--- src/rtl/ifu_pkg.sv ---
// rtl/ifu_pkg.sv - shared widths, fetch FSM states and line entry type
package ifu_pkg;

  localparam int ADDR_W     = 34;
  localparam int LINE_W     = 256;
  localparam int INST_W     = 32;
  localparam int SLOTS      = LINE_W / INST_W;
  localparam int SLOT_W     = $clog2(SLOTS);
  localparam int LINE_OFF_W = $clog2(LINE_W / 8);

  typedef enum logic [2:0] {
    IDLE,
    REQ,
    WAIT,
    HOLD,
    DROPWAIT
  } fetch_state_e;

  typedef struct packed {
    logic [LINE_W-1:0] data;
    logic [ADDR_W-1:0] line_pc;
    logic [SLOT_W-1:0] start_slot;
  } line_entry_t;

endpackage

--- src/rtl/ifu_line_fifo.sv ---
// rtl/ifu_line_fifo.sv - DEPTH-entry line FIFO with flush; exposes head and the
// start slot of the entry behind the head.
module ifu_line_fifo
  import ifu_pkg::*;
#(
  parameter int DEPTH = 2
) (
  input  logic                     clk,
  input  logic                     rst,
  input  logic                     flush_i,
  input  logic                     push_i,
  input  line_entry_t              push_entry_i,
  input  logic                     pop_i,
  output logic [$clog2(DEPTH):0]   count_o,
  output logic                     empty_o,
  output line_entry_t              head_o,
  output logic [SLOT_W-1:0]        next_start_o
);

  localparam int PW = $clog2(DEPTH);
  localparam int CW = PW + 1;

  line_entry_t   mem_q [DEPTH];
  logic [PW-1:0] rd_ptr_q, wr_ptr_q, nxt_ptr;
  logic [CW-1:0] count_q;
  logic          full, do_push, do_pop;

  assign full    = (count_q == CW'(DEPTH));
  assign empty_o = (count_q == '0);
  assign do_pop  = pop_i && !empty_o;
  // A full FIFO still takes a push when the head leaves in the same cycle.
  assign do_push = push_i && (!full || do_pop);
  assign nxt_ptr = rd_ptr_q + PW'(1);

  assign count_o      = count_q;
  assign head_o       = mem_q[rd_ptr_q];
  assign next_start_o = mem_q[nxt_ptr].start_slot;

  always_ff @(posedge clk) begin
    if (rst || flush_i) begin
      rd_ptr_q <= '0;
      wr_ptr_q <= '0;
      count_q  <= '0;
    end else begin
      if (do_push) wr_ptr_q <= wr_ptr_q + PW'(1);
      if (do_pop)  rd_ptr_q <= nxt_ptr;
      case ({do_push, do_pop})
        2'b10:   count_q <= count_q + CW'(1);
        2'b01:   count_q <= count_q - CW'(1);
        default: count_q <= count_q;
      endcase
    end
  end

  always_ff @(posedge clk) begin
    if (do_push) mem_q[wr_ptr_q] <= push_entry_i;
  end

endmodule

--- src/rtl/ifu_fetch_line_buffer.sv ---
// rtl/ifu_fetch_line_buffer.sv - sequential line fetch toward the Icache, line
// buffering and per-instruction hand-off to decode, with redirect flush.
module ifu_fetch_line_buffer
  import ifu_pkg::*;
#(
  parameter int DEPTH = 2
) (
  input  logic              clk,
  input  logic              rst,
  input  logic              i_redirect_valid,
  input  logic [ADDR_W-1:0] i_redirect_pc,
  output logic              o_req_valid,
  output logic [ADDR_W-1:0] o_req_addr,
  input  logic              i_req_ready,
  input  logic              i_resp_valid,
  input  logic [LINE_W-1:0] i_resp_data,
  output logic              o_inst_valid,
  output logic [INST_W-1:0] o_inst,
  output logic [ADDR_W-1:0] o_inst_pc,
  input  logic              i_inst_ready
);

  localparam int CW = $clog2(DEPTH) + 1;

  fetch_state_e      state_q;
  logic [ADDR_W-1:0] fetch_pc_q, pend_addr_q;
  logic              first_q;
  logic [SLOT_W-1:0] first_slot_q, rd_slot_q, rd_slot_d;

  logic [CW-1:0]     count, cnt_after;
  logic              empty, push, pop, req_fire, inst_fire, credit_after, outstanding;
  line_entry_t       head, push_entry;
  logic [SLOT_W-1:0] next_start;
  logic              unused_ok;

  assign req_fire    = (state_q == REQ) && i_req_ready;
  assign outstanding = (state_q == WAIT) || (state_q == DROPWAIT);
  assign push        = (state_q == WAIT) && i_resp_valid && !i_redirect_valid;
  assign inst_fire   = !empty && i_inst_ready;
  assign pop         = inst_fire && (rd_slot_q == SLOT_W'(SLOTS - 1)) && !i_redirect_valid;

  assign push_entry.data       = i_resp_data;
  assign push_entry.line_pc    = pend_addr_q;
  assign push_entry.start_slot = first_q ? first_slot_q : '0;

  ifu_line_fifo #(.DEPTH(DEPTH)) u_fifo (
    .clk          (clk),
    .rst          (rst),
    .flush_i      (i_redirect_valid),
    .push_i       (push),
    .push_entry_i (push_entry),
    .pop_i        (pop),
    .count_o      (count),
    .empty_o      (empty),
    .head_o       (head),
    .next_start_o (next_start)
  );

  always_comb begin
    cnt_after = count;
    if (push && !pop)      cnt_after = count + CW'(1);
    else if (pop && !push) cnt_after = count - CW'(1);
    credit_after = (cnt_after < CW'(DEPTH));
  end

  // Whichever entry becomes head starts reading at its own start slot.
  always_comb begin
    rd_slot_d = rd_slot_q;
    if (pop) begin
      if (count == CW'(1)) rd_slot_d = push ? push_entry.start_slot : '0;
      else                 rd_slot_d = next_start;
    end else if (inst_fire) begin
      rd_slot_d = rd_slot_q + SLOT_W'(1);
    end else if (push && empty) begin
      rd_slot_d = push_entry.start_slot;
    end
  end

  always_ff @(posedge clk) begin
    if (rst) begin
      state_q      <= IDLE;
      fetch_pc_q   <= '0;
      pend_addr_q  <= '0;
      first_q      <= 1'b0;
      first_slot_q <= '0;
      rd_slot_q    <= '0;
    end else if (i_redirect_valid) begin
      fetch_pc_q   <= {i_redirect_pc[ADDR_W-1:LINE_OFF_W], {LINE_OFF_W{1'b0}}};
      first_q      <= 1'b1;
      first_slot_q <= i_redirect_pc[LINE_OFF_W-1:2];
      rd_slot_q    <= '0;
      // A request still in flight after this cycle must have its line dropped.
      if (req_fire || (outstanding && !i_resp_valid)) state_q <= DROPWAIT;
      else                                            state_q <= REQ;
    end else begin
      rd_slot_q <= rd_slot_d;
      case (state_q)
        REQ: if (i_req_ready) begin
          pend_addr_q <= fetch_pc_q;
          fetch_pc_q  <= fetch_pc_q + ADDR_W'(LINE_W / 8);
          state_q     <= WAIT;
        end
        WAIT: if (i_resp_valid) begin
          first_q <= 1'b0;
          state_q <= credit_after ? REQ : HOLD;
        end
        HOLD:     if (count < CW'(DEPTH)) state_q <= REQ;
        DROPWAIT: if (i_resp_valid)       state_q <= REQ;
        default:  state_q <= state_q;
      endcase
    end
  end

  assign o_req_valid  = (state_q == REQ);
  assign o_req_addr   = fetch_pc_q;
  assign o_inst_valid = !empty;
  assign o_inst       = empty ? '0 : head.data[rd_slot_q*INST_W +: INST_W];
  assign o_inst_pc    = empty ? '0 : {head.line_pc[ADDR_W-1:LINE_OFF_W], rd_slot_q, 2'b00};

  assign unused_ok = ^{i_redirect_pc[1:0], head.start_slot};

endmodule

--- config.mk ---
export PLATFORM = sky130hd
export DESIGN_NAME = ifu_fetch_line_buffer
export DESIGN_NICKNAME = d
export VERILOG_FILES = /design/src/rtl/ifu_pkg.sv /design/src/rtl/ifu_line_fifo.sv /design/src/rtl/ifu_fetch_line_buffer.sv
export SDC_FILE = /design/constraint.sdc
export NUM_CORES = 1
export LEC_CHECK = 0
export BUFFER_PORTS_ARGS = -buffer_cell sky130_fd_sc_hd__buf_2
export CAP_MARGIN = 20
export CORE_ASPECT_RATIO = 0.6
export CORE_MARGIN = 10
export CORE_UTILIZATION = 53
export CTS_CLUSTER_DIAMETER = 200
export DETAILED_ROUTE_END_ITERATION = 8
export HOLD_SLACK_MARGIN = 0.03
export PLACE_DENSITY = 0.75
export SYNTH_ARGS = -nofsm -noshare
export SYNTH_HDL_FRONTEND = slang
export SYNTH_SLANG_ARGS = --single-unit
--- constraint.sdc ---
create_clock -name clk -period 42.4 [get_ports clk]
set_input_delay 0 -clock clk [delete_from_list [all_inputs] [get_ports clk]]
set_output_delay 0 -clock clk [all_outputs]
set_load 0.02 [all_outputs]
* Word-level counts from Yosys, hierarchy flattened
Memory sizes are Yosys's and may differ from the RTL's. A register that Yosys moved wholly into a read port is not among the register bits.
Index checks and enable logic that the tools add are counted.
** Word-level totals
- Flip-flop bits (word level) :: 82
- Bits in writable memories :: 586
- Bits of input ports :: 296
- Output and inout bits :: 102
- Word-level logic and storage cells :: 99
- Memories :: 1
** Memory list
- u_fifo.mem_q :: depth 2, bits a word 293, read ports 2, clocked after Yosys merged registers in 1, write ports 1, line ifu_line_fifo.sv:23 : line_entry_t mem_q [DEPTH];
** Operators by class
- $add $sub $neg :: 6
- Order comparisons :: 2
- Equal/unequal tests :: 13
- Shifts and indexed selects :: 1
- Multiplexer cells :: 29
- Bitwise logic cells :: 1
- Reductions and logical operators :: 36
** Operator list (number)
- variable part select 256 x 9 -> 32 bit :: 1
- 2-to-1 mux 34 bit :: 4
- 2-to-1 mux 3 bit :: 12
- adder 34 x 6 -> 34 bit (second input constant) :: 1
- 2-to-1 mux 32 bit :: 1
- logical AND 1 bit :: 12
- case mux 3 bit (4 select lines) :: 1
- nonzero test 2 bit :: 5
- inequality test 3 bit (second input constant) :: 3
- 2-to-1 mux 1 bit :: 7
- equality test 3 x 2 -> 1 bit (second input constant) :: 2
- equality test 3 bit (second input constant) :: 2
- zero test 1 bit :: 6
- 2-to-1 mux 2 bit :: 3
- AND reduction 2 bit :: 3
- AND reduction 5 bit :: 1
- nonzero test 5 bit :: 1
- equality test 2 x 1 -> 1 bit (second input constant) :: 2
- equality test 2 bit (second input constant) :: 2
- logical OR 1 bit :: 4
- < comparator 2 bit (second input constant) :: 2
- case mux 2 bit (2 select lines) :: 1
- adder 3 x 1 -> 3 bit (second input constant) :: 1
- equality test 3 x 1 -> 1 bit (second input constant) :: 1
- 9 further kinds :: 10

* Longest topological paths before layout
Gate-level depths: netlist of the first run.
- Depth after elaboration :: 13
- Mapped depth :: 10
- Gate-level depth less buffers :: 9

* Hierarchy
Synthesis of the first run repeated with hierarchy kept, for this count alone.
** Unflattened totals
- Cells, all modules :: 1585
- Area total of the unflattened synthesis :: 28324.7 sq um
** Modules (own cells, without submodules)
- ifu_line_fifo :: times used 1, cells each 947, area an instance 22611.7 sq um, seq. area each 17697.0 sq um
- ifu_fetch_line_buffer :: times used 1, cells each 638, area an instance 5713.0 sq um, seq. area each 1361.3 sq um

* Least setup slack after synthesis of the first run
No wires, ideal clock.
- Kind :: register to register
- Start point :: register u_fifo.count_q[0] (netlist: u_fifo.count_o[0])
- End point :: memory u_fifo.mem_q[0][0] (netlist name) (enable)
- Data arrival time :: 13.428 ns
- Setup slack :: 28.029 ns
- Cell stages (with the launch flop) :: 8
- Clock period less this slack :: 14.371 ns
- Path through :: dfxtp_1 -> inv_1 -> ha_1 -> clkbuf_1 -> nand3b_1 -> a211oi_1 -> inv_1 -> nor2_1
** On the way
- Word-level cells in the longest chain between the ends :: 10
- Elaborated cells on any way between the ends :: 12
** RTL lines
- from (decl) :: line ifu_line_fifo.sv:25 : logic [CW-1:0] count_q;
- from (signal assigned) :: line ifu_line_fifo.sv:48 : 2'b10: count_q <= count_q + CW'(1);
- from (signal assigned) :: line ifu_line_fifo.sv:49 : 2'b01: count_q <= count_q - CW'(1);
- from (signal assigned) :: line ifu_line_fifo.sv:50 : default: count_q <= count_q;
- zero test 2 bit :: line ifu_line_fifo.sv:29 : assign empty_o = (count_q == '0);
- zero test 1 bit :: line ifu_line_fifo.sv:30, ifu_fetch_line_buffer.sv:39
- logical AND 1 bit :: line ifu_fetch_line_buffer.sv:39 : assign inst_fire = !empty && i_inst_ready;
- logical AND 1 bit (2 in a row) :: line ifu_fetch_line_buffer.sv:40 : assign pop = inst_fire && (rd_slot_q == SLOT_W'(SLOTS - 1)) && !i_redirect_valid;
- logical AND 1 bit :: line ifu_line_fifo.sv:30 : assign do_pop = pop_i && !empty_o;
- logical OR 1 bit * :: line ifu_line_fifo.sv:32 : assign do_push = push_i && (!full || do_pop);
- logical AND 1 bit * :: line ifu_line_fifo.sv:32
- 2-to-1 mux 1 bit * :: line ifu_line_fifo.sv:56 : if (do_push) mem_q[wr_ptr_q] <= push_entry_i;
- 2-to-1 mux 1 bit (not written as such) * :: line ifu_line_fifo.sv:56
- to (decl) :: line ifu_line_fifo.sv:23
Every way passes the cells marked *; elsewhere a longest branch is shown, timed or not.

* Worst setup path after layout of the first run
- Start point :: register rd_slot_q[1]
- End point :: memory u_fifo.mem_q[0][38] (netlist name) (enable)
** On the way
- Word-level cells in the longest chain between the ends :: 8
** RTL lines
- from (decl) :: line ifu_fetch_line_buffer.sv:28 : logic [SLOT_W-1:0] first_slot_q, rd_slot_q, rd_slot_d;
- from (signal assigned) :: line ifu_fetch_line_buffer.sv:96 : rd_slot_q <= rd_slot_d;
- equality test 3 bit :: line ifu_fetch_line_buffer.sv:40
- logical AND 1 bit (2 in a row) :: line ifu_fetch_line_buffer.sv:40
- logical AND 1 bit :: line ifu_line_fifo.sv:30
- logical OR 1 bit :: line ifu_line_fifo.sv:32
- logical AND 1 bit :: line ifu_line_fifo.sv:32
- 2-to-1 mux 1 bit :: line ifu_line_fifo.sv:56
- 2-to-1 mux 1 bit (not written as such) :: line ifu_line_fifo.sv:56
No other way between the ends.

==> summary.txt, run 1 <==
STA
  • Minimum clock period: ~5.7 ns
  • RSZ-0062 raised after global routing: no
  • Max-slew headroom: 0.2580
  • # setup viols final: 0
  • Final worst-path cycle share: 0.1355
  • Tightest Pin Transition: between 1 and 1.5 ns
  • F_max: between 150 and 200 MHz
  • Fin. Hold Viols: 0
  • Setup TNS: 0 ns
  • Clock skew: 0.02244 ns
  • Final Max Tran Viols: 0

Floorplan
  • Die height: roughly 190 um
  • FP Rows: 62
  • Boundary Pins: just under 400
  • Core area: between 40000 and 50000 um^2
  • Die X: 303.3 um
  • Die footprint: roughly 58000 um^2
  • Starting density of the core: 0.5351

Synthesis
  • Cell variety after synth: 48
  • YS warnings: 0
  • Area fraction in compound gates after synthesis: 0.04852
  • Avg Inst Size Synth: ~17 um^2
  • Async SR Flop Fraction: 0
  • Largest family of logic cells by synthesized area: multiplexers
  • Post-synth EDFFs: 576
  • Main synth FF type: edfxtp_1
  • Multiplexer share of the synthesized area: 0.1435
  • XOR/XNOR Fraction of Synth Area: 0.005489
  • Post-Synth Simple-Gate Area: 0.04440
  • Post-Syn Instances: 1483
  • Seq/Total Area, Yosys: 0.7348
  • #FFs+latches synth: around 650
  • Adder-Cell Fraction of Synth Area: 0.003431
  • Mapped Area: 25530 um^2

Clock network
  • PostCTS Resize Cnt: 0
  • Reg clk slew, reported paths: approximately 0.060 ns
  • # hold bufs at CTS: roughly 300
  • Deepest clock path buffer count: 3
  • Worst skew pair latency: 0.60 ns
  • CTS tree: built
  • Root buf cell: clkbuf_16
  • Clock Sinks: about 650
  • H-tree depth: 2
  • Buffers inserted by post-CTS timing repair: 0
  • CTS buffer count: 57

Critical path
  • Worst path bufs/invs: 4
  • Max incr delay on CP: roughly 0.91 ns
  • CP cell instances: ha_1, ha_1, nand3b_1, a211oi_1, inv_1, nor2_4, buf_4, buf_4, buf_4
  • Stages on worst setup path: 9
  • CP max stage cell: buf_4
  • Top delay family on crit path: buffers and inverters
  • Crit-path max FO: 79
  • CP arrival: 5.95 ns
  • Worst R2R Start: rd_slot_q[1]$_SDFFE_PP0P_
  • R2R Setup Slk: between 30 and 40 ns
  • Cell mode on critical path: buf_4
  • Required @ worst endpoint: between 40 and 50 ns
  • Worst Setup End Kind: register
  • Critical path origin: rd_slot_q[1]$_SDFFE_PP0P_
  • Reg-to-reg critical path endpoint: u_fifo.mem_q[0][38]$_DFFE_PP_
  • Crit start category: register
  • Critical Path End: u_fifo.mem_q[0][38]$_DFFE_PP_
  • Reg2Reg Depth: 9
  • Kind of critical path: reg2reg

Status
  • Status: completed

Placement
  • PortBufs: ~390
  • Placer Congestion: approximately 0.9
  • DP HPWL: 43260 um

Routing
  • WL final: about 72000 um
  • Initial DRT Pass Iterations: 6
  • Wire per inst: roughly 25 um
  • Via count: roughly 17000
  • Vias/cell: between 5 and 6
  • Routed Antenna Nets: 0
  • Iter 0 DRT Violations: roughly 1600
  • # DRC: 0

Power
  • Maximum VDD drop: about 0.036 mV
  • Leakage: between 10 and 15 nW
  • Final Power: around 1.3 mW
  • Pwr Density: 39.39 nW/um^2

GRT
  • Gr usage total: 0.2440
  • Global-route wire length before repair: between 100000 and 150000 um
  • Vias in the first global route: between 15000 and 20000
  • Pin count of the biggest net entering global routing: ~170
  • Initial antenna violation count: 10
  • Grt ovf: 0

Finish
  • Fillers: approximately 3100
  • Area Overhead vs Synth: 29.24%
  • Share of layout cells above drive strength 1: 0.2748
  • Nets: 2459

Worst hold path
  • Worst hold path type: in2reg

Job
  • Max-cap violation count: 0
==> state kept, by name (all words and copies together) (netlist names), 2 cells and up, named ones only <==
register	cells
first_slot_q	3
o_req_addr	29
u_fifo.mem_q	576
pend_addr_q	29
rd_slot_q	3
u_fifo.count_o	2
state_q	3
==> layout by cell type, fill, tap and decap left out, types with 16 or more instances in the layout <==
| cell type | n |
|---|---|
| buf_4 | 16 |
| edfxtp_1 | 576 |
| a21oi_1 | 65 |
| o22ai_1 | 32 |
| mux2i_1 | 141 |
| o21ai_0 | 52 |
| nor2_1 | 71 |
| clkbuf_16 | 58 |
| a211oi_1 | 17 |
| inv_1 | 18 |
| nand2_1 | 95 |
| clkbuf_1 | 16 |
| dfxtp_1 | 70 |
| buf_2 | 390 |
| mux4_2 | 100 |
| dlygate4sd3_1 | 297 |
==> power breakdown <==
part | internal, mW | switching (mW)
Combinational | 0.0341 | 0.0283
Sequential | 0.698 | 0.00520
Clock | 0.298 | 0.236
Total | 1.03 | 0.269
==> layout make-up <==
class	instances	area (um^2)	share of cell area
Timing Repair Buffer	707	5126	0.1554
Inverter	20	76.32	0.002313
Tap cell	640	800.8	0.02427
Clock buffer	75	1525	0.04622
Antenna cell	10	25.02	0.0007584
Sequential cell	649	18770	0.5688
Multi-Input combinational cell	721	6302	0.1910
Clock inverter	30	370.4	0.01122
==> cells by family (layout without fill, tap and decap cells) <==
kind of cell	count (synthesis)	after routing
xor gates and xnor gates	16	16
other	1	17
DFF	649	649
muxes	241	241
adders and majority gates	7	7
and+or+nand+nor	243	243
buffers and inverters	119	832
AOI/OAI and AO/OA	207	207
==> per-layer routing <==
layer  vias to the layer above  global-route usage  share of wire
met1                      8327              0.3281           0.40
met5                         -                   0        0.00037
met2                       810              0.4005           0.50
li1                       7217                   -              -
met4                         4             0.07409          0.031
met3                       169             0.04858          0.075
==> worst min-delay path: stages <==
cell    delay, ns
buf_2        0.09
buf_4        0.35
nor2_1       0.17
==> cells in the mapped netlist, types with 3 or more instances <==
cell type / n / area, um^2
dfxtp_1: 73 / 1461
inv_1: 18 / 67.56
mux2i_1: 141 / 1411
and2_1: 4 / 25.02
o211ai_1: 4 / 30.03
nand3_1: 9 / 45.04
nor3b_1: 4 / 30.03
nor3_1: 6 / 30.03
xnor2_1: 6 / 52.55
a21oi_1: 65 / 325.3
nand4_1: 10 / 62.56
buf_2: 22 / 110.1
o21ai_0: 52 / 260.3
nand2b_1: 3 / 18.77
a221oi_1: 3 / 26.28
or4_1: 10 / 75.07
xor2_1: 10 / 87.58
edfxtp_1: 576 / 17300
ha_1: 7 / 87.58
buf_1: 11 / 41.29
and4_1: 3 / 26.28
nor4_1: 8 / 50.05
mux4_2: 100 / 2252
or3_1: 5 / 31.28
a311oi_1: 11 / 96.34
and3_1: 3 / 18.77
clkbuf_1: 58 / 217.7
o31ai_1: 11 / 82.58
nand2_1: 95 / 356.6
buf_4: 8 / 60.06
a211oi_1: 17 / 127.6
o22ai_1: 32 / 200.2
or2_2: 3 / 18.77
a31oi_1: 6 / 37.54
nor2_1: 72 / 270.3
==> per-stage QoR <==
step                      setup WS, ns    util  cell area, um^2  cells  hold WS [ns]
after floorplan                  28.03       -            25550   1489       0.09887
after global placement           36.74  0.5880            28050   2436        0.1877
after detailed placement         36.63  0.5881            28060   2437        0.1910
after CTS                        36.62  0.6901            32920   2839       0.04116
after global routing             36.26  0.6915            32990   2849        0.1019
final                            36.65  0.6916            33000   2852       0.08148
==> worst min path at each step <==
stage,start,to,cells past startpoint
after floorplan,i_resp_data[63],u_fifo.mem_q[0][100]$_DFFE_PP_,0
after global placement,i_resp_data[232],u_fifo.mem_q[0][269]$_DFFE_PP_,1
after detailed placement,i_resp_data[255],u_fifo.mem_q[1][292]$_DFFE_PP_,1
after CTS,i_redirect_valid,first_q$_SDFFE_PP0P_,3
after global routing,rst,first_slot_q[1]$_SDFFE_PP0P_,3
final,rst,first_slot_q[1]$_SDFFE_PP0P_,3
(Power assumes the default switching activity.)
==> run 2, diff against run 1 <==
--- a/config.mk
+++ b/config.mk
@@ -5,6 +5,7 @@
 export SDC_FILE = /design/constraint.sdc
 export NUM_CORES = 1
 export LEC_CHECK = 0
+export ABC_AREA = 1
 export BUFFER_PORTS_ARGS = -buffer_cell sky130_fd_sc_hd__buf_2
 export CAP_MARGIN = 20
 export CORE_ASPECT_RATIO = 0.6
==> constraint.sdc (replaced) <==
create_clock -name clk -period 5.42 [get_ports clk]
set_input_delay 0 -clock clk [delete_from_list [all_inputs] [get_ports clk]]
set_output_delay 0 -clock clk [all_outputs]
set_load 0.02 [all_outputs]
==> summary.txt, run 2 <==
STA
  • Worst Setup Slack, final: between 1.5 and 2 ns
  • Tightest Pin Transition: between 0.9 and 1 ns
  • Final worst-path cycle share: 0.7176
  • F_max: 257.1 MHz
  • # setup viols final: 0
  • Clock skew: roughly 0.028 ns
  • Fin. Hold Viols: 0
  • Worst hold slack: 0.07881 ns
  • Final Max Tran Viols: 0
  • Max-slew headroom: 0.3389
  • Minimum clock period: 3.889 ns
  • RSZ-0062 raised after global routing: no
  • Setup TNS: 0 ns

Synthesis
  • Synth top cells by count: 576 x edfxtp_1, 525 x nor2_1, 269 x o21ai_0
  • Async SR Flop Fraction: 0
  • Avg Inst Size Synth: 11.67 um^2
  • Count leader, synth: edfxtp_1
  • Mapped Area: around 26000 um^2
  • Post-Syn Instances: approximately 2300
  • Post-synth top area share: 0.6561
  • Post-synth EDFFs: around 580
  • Main synth FF type: edfxtp_1
  • #FFs+latches synth: between 600 and 700
  • Cell variety after synth: 35
  • YS warnings: 0
  • Yosys top cell by area: edfxtp_1
  • Seq/Total Area, Yosys: 0.7115
  • Synth area leaders: edfxtp_1 66%, nor2_1 7.5%, dfxtp_1 5.5%, o21ai_0 5.1%, o211ai_1 3.8%

Clock network
  • Root buf cell: clkbuf_16
  • PostCTS Resize Cnt: 0
  • Deepest clock path buffer count: 3
  • # hold bufs at CTS: slightly above 300
  • Buffers inserted by post-CTS timing repair: 0
  • Clock Sinks: 649
  • CTS tree: built
  • H-tree depth: 2
  • CTS buffer count: 57
  • Reg clk slew, reported paths: about 0.060 ns
  • Worst skew pair latency: around 0.6 ns

Routing
  • Vias/cell: 5.903
  • Wire per inst: between 20 and 25 um
  • Initial DRT Pass Iterations: 7
  • Iter 0 DRT Violations: 3329
  • Routed Antenna Nets: 0
  • Via count: 21350
  • # DRC: 0
  • WL final: ~89000 um

Worst hold path
  • Min-Delay Endpoint: o_req_addr[15]$_SDFFE_PP0P_
  • Hold-critical path depth: 4
  • Worst hold path type: in2reg
  • Worst Min Path Start: i_req_ready

GRT
  • Pin count of the biggest net entering global routing: between 150 and 200
  • Initial antenna violation count: 10
  • Vias in the first global route: 20950
  • Global-route wire length before repair: between 100000 and 150000 um
  • Gr usage total: 0.2907
  • Grt ovf: 0

Power
  • Pwr Density: between 300 and 400 nW/um^2
  • Comb pwr share: 0.059
  • Switching Fraction: 0.2135
  • Switching Power: 2.189 mW
  • Fraction of power consumed by sequential logic: 0.540
  • Maximum VDD drop: about 0.30 mV
  • Leakage: approximately 12 nW
  • Internal: between 8 and 9 mW
  • Clock share of power: 0.401

Finish
  • Commonest non-fill, non-tap cells in the layout: 576 x edfxtp_1, 523 x nor2_1, 388 x buf_2
  • Footprint of the multi-input gates: 6674 um^2
  • Reg area: approximately 19000 um^2
  • Most flop-heavy register: u_fifo.mem_q
  • Final non-filler cell area: roughly 34000 um^2
  • Fillers: ~3400
  • Largest register FFs: roughly 580
  • Final std cells w/o fill: 3616
  • Nets: ~3200
  • Share of layout cells above drive strength 1: 0.1795
  • Area Overhead vs Synth: 28.22%
  • Commonest non-fill, non-tap cell in the layout: edfxtp_1

Floorplan
  • FP Rows: 63
  • Boundary Pins: between 300 and 400
  • Die footprint: ~59000 um^2
  • Die height: just under 200 um
  • Starting density of the core: 0.5351
  • Core area: 49270 um^2
  • Die X: roughly 310 um

Critical path
  • CP arrival: slightly below 4 ns
  • Critical path origin: rd_slot_q[0]$_SDFFE_PP0P_
  • Kind of critical path: reg2out
  • Crit-path max FO: 84
  • R2R Setup Slk: slightly above 2 ns
  • Reg2Reg Depth: 10
  • Crit start category: register
  • Reg-to-reg critical path endpoint: u_fifo.mem_q[0][57]$_DFFE_PP_
  • Required @ worst endpoint: about 5.4 ns
  • Worst Setup End Kind: output port
  • Worst R2R Start: u_fifo.count_o[1]$_SDFFE_PP0P_

Status
  • Status: completed

Placement
  • Placer Congestion: between 0.9 and 1
  • DP Cell Count: around 3200
  • DP HPWL: around 56000 um
  • Setup WS pre-CTS: about 2.1 ns
  • Placed cell area: ~29000 um^2
  • PortBufs: around 390

Job
  • Max-cap violation count: 0
==> run 2: changes by cell type after synthesis, sizes merged, moves of 27 or more <==
cell	change
buf	+27
inv	+46
mux2i	-141
mux4	-100
nand2	+78
nand3	+64
nor2	+456
o211ai	+131
o21ai	+304
o22ai	-32
==> run 2: stage by stage <==
stage | total power [mW] | utilization
2_1_floorplan | 5.799 | -
3_3_place_gp | 6.019 | 0.5849
3_5_place_dp | 6.036 | 0.5854
4_1_cts | 10.24 | 0.6858
5_1_grt | 10.55 | 0.6860
6_report | 10.25 | 0.6861
==> run 2: worst max-delay path by stage <==
stage                                           endpoint  slack (ns)
after global placement      u_fifo.mem_q[1][8]$_DFFE_PP_        1.96
after floorplan             u_fifo.mem_q[1][0]$_DFFE_PP_       -0.41
after CTS                                     o_inst[21]        1.61
final                                         o_inst[21]        1.53
after detailed placement  u_fifo.mem_q[0][187]$_DFFE_PP_        2.09
after global routing                          o_inst[15]        1.43
==> run 2: worst max-delay path, stage by stage, from the launching register on <==
cell and delay [ns]:
dfxtp_4 0.71, buf_4 0.81, o21ai_0 0.25, o211ai_1 0.71, o211ai_1 0.28, a21oi_1 0.27, buf_2 0.21
==> run 2: cell type report <==
class / count / area share
clock inverters: 31 / 0.009624
well taps: 650 / 0.02406
repair buffers: 734 / 0.1599
flip-flops and latches: 649 / 0.5554
multi-input cells: 1404 / 0.1974
diodes: 7 / 0.0005182
inverters: 66 / 0.007699
clock buffers: 75 / 0.04542
==> run 2: metal layers <==
metal | vias to the layer above | GRT usage | part of all wire
met5 | - | 0 | 0.00025
met4 | 4 | 0.06442 | 0.022
met3 | 181 | 0.08086 | 0.12
met2 | 1420 | 0.4602 | 0.47
met1 | 10350 | 0.3984 | 0.39
li1 | 9386 | - | -
==> run 2: cells by family (layout without fill, tap and decap cells) <==
logic type	count (synthesis)	after routing	synth area share
buf+inv	212	906	0.03839
simple gates	786	786	0.1172
other cells	1	14	0.0001422
xor+xnor	4	4	0.001329
compound gates	600	600	0.1281
fa+ha+maj	7	7	0.003322
flops	649	649	0.7115
==> run 2: power groups by stage <==
stage,Sequential (mW),Combinational (mW),Clock (mW)
after floorplan,5.64,0.155,0
final,5.53,0.608,4.11
after global routing,5.53,0.648,4.37
after detailed placement,5.64,0.398,0
after global placement,5.64,0.383,0
after CTS,5.53,0.588,4.12
